**src/rtl/pipe_stage.sv**
```systemverilog
// Flow-controlled pipeline register carrying PC, PC+4, instruction, control and payload.
// Optional skid entry enabled by defining PIPE_STAGE_SKID_EN.
module pipe_stage #(
  parameter int unsigned CTRL_WIDTH      = 16,
  parameter int unsigned DATA_WIDTH      = 64,
  parameter int unsigned STALL_CNT_WIDTH = 16,
  parameter logic [31:0] NOP_INSTR       = 32'h00000013
) (
  input  logic                       i_clk,
  input  logic                       i_rst_n,
  input  logic                       i_valid,
  output logic                       o_ready,
  input  logic [31:0]                i_pc,
  input  logic [31:0]                i_pc_incr,
  input  logic [31:0]                i_instr,
  input  logic [CTRL_WIDTH-1:0]      i_ctrl,
  input  logic [DATA_WIDTH-1:0]      i_data,
  input  logic                       i_flush,
  output logic                       o_valid,
  input  logic                       i_ready,
  output logic [31:0]                o_pc,
  output logic [31:0]                o_pc_incr,
  output logic [31:0]                o_instr,
  output logic [CTRL_WIDTH-1:0]      o_ctrl,
  output logic [DATA_WIDTH-1:0]      o_data,
  output logic [STALL_CNT_WIDTH-1:0] o_stall_cnt
);

  typedef struct packed {
    logic                  valid;
    logic [31:0]           pc;
    logic [31:0]           pc_incr;
    logic [31:0]           instr;
    logic [CTRL_WIDTH-1:0] ctrl;
    logic [DATA_WIDTH-1:0] data;
  } beat_t;

  beat_t m_q, m_d;
  beat_t in_beat, bubble;
  logic  ready_c;
  logic  in_xfer_c;
  logic [STALL_CNT_WIDTH-1:0] stall_cnt_q, stall_cnt_d;

  // Bubble and incoming beat images
  always_comb begin
    bubble          = '0;
    bubble.instr    = NOP_INSTR;
    in_beat         = '0;
    in_beat.valid   = 1'b1;
    in_beat.pc      = i_pc;
    in_beat.pc_incr = i_pc_incr;
    in_beat.instr   = i_instr;
    in_beat.ctrl    = i_ctrl;
    in_beat.data    = i_data;
  end

  assign in_xfer_c = i_valid && ready_c;

`ifdef PIPE_STAGE_SKID_EN
  beat_t s_q, s_d;

  // Ready depends only on the skid entry, so it is a registered signal
  assign ready_c = !s_q.valid;

  always_comb begin
    m_d = m_q;
    s_d = s_q;
    if (i_flush) begin
      m_d = bubble;
      s_d = bubble;
    end else if (!m_q.valid || i_ready) begin
      if (s_q.valid) begin
        m_d = s_q;
        s_d = bubble;
      end else begin
        m_d = in_xfer_c ? in_beat : bubble;
      end
    end else if (in_xfer_c) begin
      s_d = in_beat;
    end
  end

  always_ff @(posedge i_clk or negedge i_rst_n) begin
    if (!i_rst_n) s_q <= beat_t'({1'b0, 64'd0, NOP_INSTR, CTRL_WIDTH'(0), DATA_WIDTH'(0)});
    else          s_q <= s_d;
  end
`else
  assign ready_c = !m_q.valid || i_ready;

  always_comb begin
    m_d = m_q;
    if (i_flush)      m_d = bubble;
    else if (ready_c) m_d = i_valid ? in_beat : bubble;
  end
`endif

  // Saturating count of cycles with a beat held against back-pressure
  always_comb begin
    stall_cnt_d = stall_cnt_q;
    if (m_q.valid && !i_ready && (stall_cnt_q != {STALL_CNT_WIDTH{1'b1}}))
      stall_cnt_d = stall_cnt_q + STALL_CNT_WIDTH'(1);
  end

  always_ff @(posedge i_clk or negedge i_rst_n) begin
    if (!i_rst_n) begin
      m_q         <= beat_t'({1'b0, 64'd0, NOP_INSTR, CTRL_WIDTH'(0), DATA_WIDTH'(0)});
      stall_cnt_q <= '0;
    end else begin
      m_q         <= m_d;
      stall_cnt_q <= stall_cnt_d;
    end
  end

  assign o_ready     = ready_c;
  assign o_valid     = m_q.valid;
  assign o_pc        = m_q.pc;
  assign o_pc_incr   = m_q.pc_incr;
  assign o_instr     = m_q.instr;
  assign o_ctrl      = m_q.ctrl;
  assign o_data      = m_q.data;
  assign o_stall_cnt = stall_cnt_q;

endmodule

```
**config.mk**
```make
export PLATFORM = sky130hd
export DESIGN_NAME = pipe_stage
export DESIGN_NICKNAME = d
export VERILOG_FILES = /design/src/rtl/pipe_stage.sv
export SDC_FILE = /design/constraint.sdc
export NUM_CORES = 1
export LEC_CHECK = 0
export ABC_AREA = 1
export BUFFER_PORTS_ARGS = -buffer_cell sky130_fd_sc_hd__buf_2
export CAP_MARGIN = 0
export CORE_AREA = 4 4 179 94
export DETAILED_ROUTE_END_ITERATION = 12
export DIE_AREA = 0 0 183 98
export MAX_ROUTING_LAYER = met4
export PLACE_DENSITY_LB_ADDON = 0.12
export SETUP_SLACK_MARGIN = 0.5
export SKIP_CTS_REPAIR_TIMING = 1
export SLEW_MARGIN = 0
export SYNTH_ARGS = -nofsm -noshare
export SYNTH_HDL_FRONTEND = slang
export SYNTH_SLANG_ARGS = --single-unit
```
**constraint.sdc**
```tcl
create_clock -name i_clk -period 2.2 [get_ports i_clk]
set_input_delay 0.33 -clock i_clk [delete_from_list [all_inputs] [get_ports i_clk]]
set_output_delay 0.33 -clock i_clk [all_outputs]
set_load 0.02 [all_outputs]
```
==> run metrics <==
Post-DRT Antenna Nets=0; final hold vios=0; Top Ports=about 380; async set-reset flop share out of synthesis=between 90% and 100%; Achievable Freq=633.5 MHz; die extent in x=183 µm; Syn Inst Count=approximately 540; core area=~15,000 µm²; port bufs=374; Syn-to-layout area delta=35.40%; Setup Viol. Count Final=0; Post-synth EDFFs=0; CTS tree=yes; Post-synth top cells=190 x dfrtp_1, 173 x a22o_1, 66 x nand2_1; FF+latch area=about 4800 µm²; number of vias in the routed layout=5,867; Chip Height=98 µm; most common cell in the netlist=dfrtp_1; Leak=approximately 5.6 nW; GRT Total Usage=about a quarter; pin count of the biggest net entering global routing=roughly 110; H-Tree Depth=4; synthesized area per cell=13.59 µm²; mapped cell area=roughly 7400 µm²; dpl hpwl=between 10 and 15 mm; drt total wl=a little over 20 mm; clock latency at the later pin of the worst-skew pair=around 0.41 ns; GR peak layer=met2; clk buf depth=2; worst min-delay path category=in -> reg; crit-path max FO=8; Synth area leaders=dfrtp_1 64%, a22o_1 21%, nand2_1 3.4%, buf_6 3.0%, buf_4 1.8%; Routed wire per std cell=~18 µm; CTS clock-pin slew for the worst setup and hold paths=about 0.080 ns; Yosys top cell area share=between 60% and 70%; Root Driver=clkbuf_16; CP endpoint kind=flip-flop; RSZ-0062 raised after global routing=false; TNS Setup=0 ns; Final Non-Filler Cells=about 1,100; Ys Warns=0; flop and latch count out of synthesis=193; Tightest Pin Transition=between 0.6 and 0.7 ns; VDD IR max=roughly 0.56 mV; met3 Usage GRT=between 5 and 6%; drt pass-1 iters=4; Fill cells=approximately 1,200; register area share after synthesis=between 60% and 70%; initial antenna violation count=4; starting density of the core=48.58%; Clock Skews=approximately 0.011 ns; Max-slew headroom=57.78%; first-pass GRT wire length=32.45 mm; fin crit period=approximately 1.6 ns; CTS Buf Count=17; area leader, netlist=dfrtp_1; vias per cell=5.165; Site Rows=32; share of cells above drive strength 1=a little under half; Placed Cells incl. Taps=roughly 1,100; Residual DRC=0; top_reg_cell synth=dfrtp_1; R2R Setup Slk=between 0.6 and 0.7 ns; met1 Usage GRT=27.54%; area of the multi-input gates=around 2100 µm²; WP data required=between 2 and 3 ns; Unique masters post-synth=28; startpoint type of the worst setup path=flip-flop; GP Congestion=approximately 0.80; crit path kind=reg -> reg; status=finished, final reports clean; Slowest cell on crit path=dfrtp_2; Max Cap Violations=0; Worst Hold Slack=between 0.1 and 0.15 ns; fin. max-slew vios=0; period utilization=between 70% and 80%; DRT iter0 DRCs=314; CP Cell Sequence=ha_1, nand3_2, inv_2, nand2_2, nor2_4, nor2_4, clkinvlp_4, nand2_1, nand2_1; Syn Nets=726; grt ovf=0; vias in the first global route=between 6,000 and 7,000; clk sinks=between 150 and 200; crit path DAT=1.89 ns; Power Density=806.1 nW/µm²; routing usage on met2=39.78%; die area=~18,000 µm²; Final Net Count=about 1,100; Max stage delay on crit path=about 0.45 ns
metrics by stage:
stage | setup slack (ns) | area [µm²] | total power [mW] | utilization, %
after floorplan | 0.5890 | 7391 | 4.573 | -
after global placement | 0.5541 | 9363 | 5.074 | 61.54
after detailed placement | 0.4925 | 9363 | 5.099 | 61.54
after CTS | 0.5074 | 9946 | 8.140 | 65.37
after global routing | 0.5064 | 10010 | 8.433 | 65.77
final | 0.6214 | 10010 | 8.067 | 65.77
cells in the final DEF, fill, tap and decap left out, types with 2 or more instances in the layout:
cell type / n
inv_8: 4
o22a_1: 3
buf_12: 9
a22o_1: 173
inv_6: 4
nor2_4: 4
o21ai_2: 2
inv_2: 2
dfstp_2: 3
clkbuf_16: 17
xnor2_1: 2
diode_2: 4
clkinv_8: 2
nand4_1: 6
nor2_1: 14
buf_2: 373
buf_4: 7
nand3b_1: 2
clkinv_4: 3
clkbuf_8: 2
nand2_1: 66
dfrtp_1: 188
xor2_1: 4
inv_4: 2
inv_1: 16
nand3_1: 6
dfrtp_2: 2
o21ai_0: 2
final cells by class:
| class | count | share of cell area (%) |
|---|---|---|
| tap | 204 | 2.551 |
| inverter | 21 | 0.8752 |
| sequential | 193 | 48.32 |
| clock inverter | 14 | 1.438 |
| timing repair buffer | 391 | 21.22 |
| clock buffer | 18 | 4.389 |
| multi-input combinational | 291 | 21.11 |
| antenna | 4 | 0.1000 |
worst max-delay path, delay by kind of cell (launching register included):
kind                       cells  cell delay (ns)
adders and majority gates      1             0.24
buffers and inverters          2             0.24
DFF                            1             0.45
and+or+nand+nor                6             0.54
logic make-up after synthesis:
family / Yosys count / synth area share, %
DFF: 193 / 65.40
AOI/OAI and AO/OA: 181 / 21.30
and+or+nand+nor: 103 / 6.399
buffers and inverters: 60 / 6.027
xor gates and xnor gates: 6 / 0.7110
adders and majority gates: 1 / 0.1693
power breakdown:
part	leakage, nW	internal [mW]	switching, mW	total (mW)
Combinational	2.77	0.450	0.684	1.13
Sequential	2.59	3.75	0.154	3.90
Clock	0.289	1.55	1.48	3.03
registers in the layout (all words and copies together) (netlist names):
register,cells
o_valid,1
o_data,64
o_pc,32
o_ctrl,16
o_instr,32
o_stall_cnt,16
o_pc_incr,32
per-layer routing:
metal	vias up	share of wire (%)
li1	2738	-
met1	2907	40
met2	191	52
met3	31	6.5
met4	0	2.1
met5	-	0
final timing paths:
check                            endpoint  cells past startpoint            from
setup / recovery           o_stall_cnt[0]                      9  o_stall_cnt[0]
hold / removal                 o_data[37]                      2      i_data[37]
setup reg to reg           o_stall_cnt[0]                      9  o_stall_cnt[0]
hold reg to reg                o_ctrl[11]                      1      o_ctrl[11]
max in group asynchronous      o_instr[4]                      3         i_rst_n
min in group asynchronous      o_data[47]                      2         i_rst_n
Power figures use the tool's default switching activity.
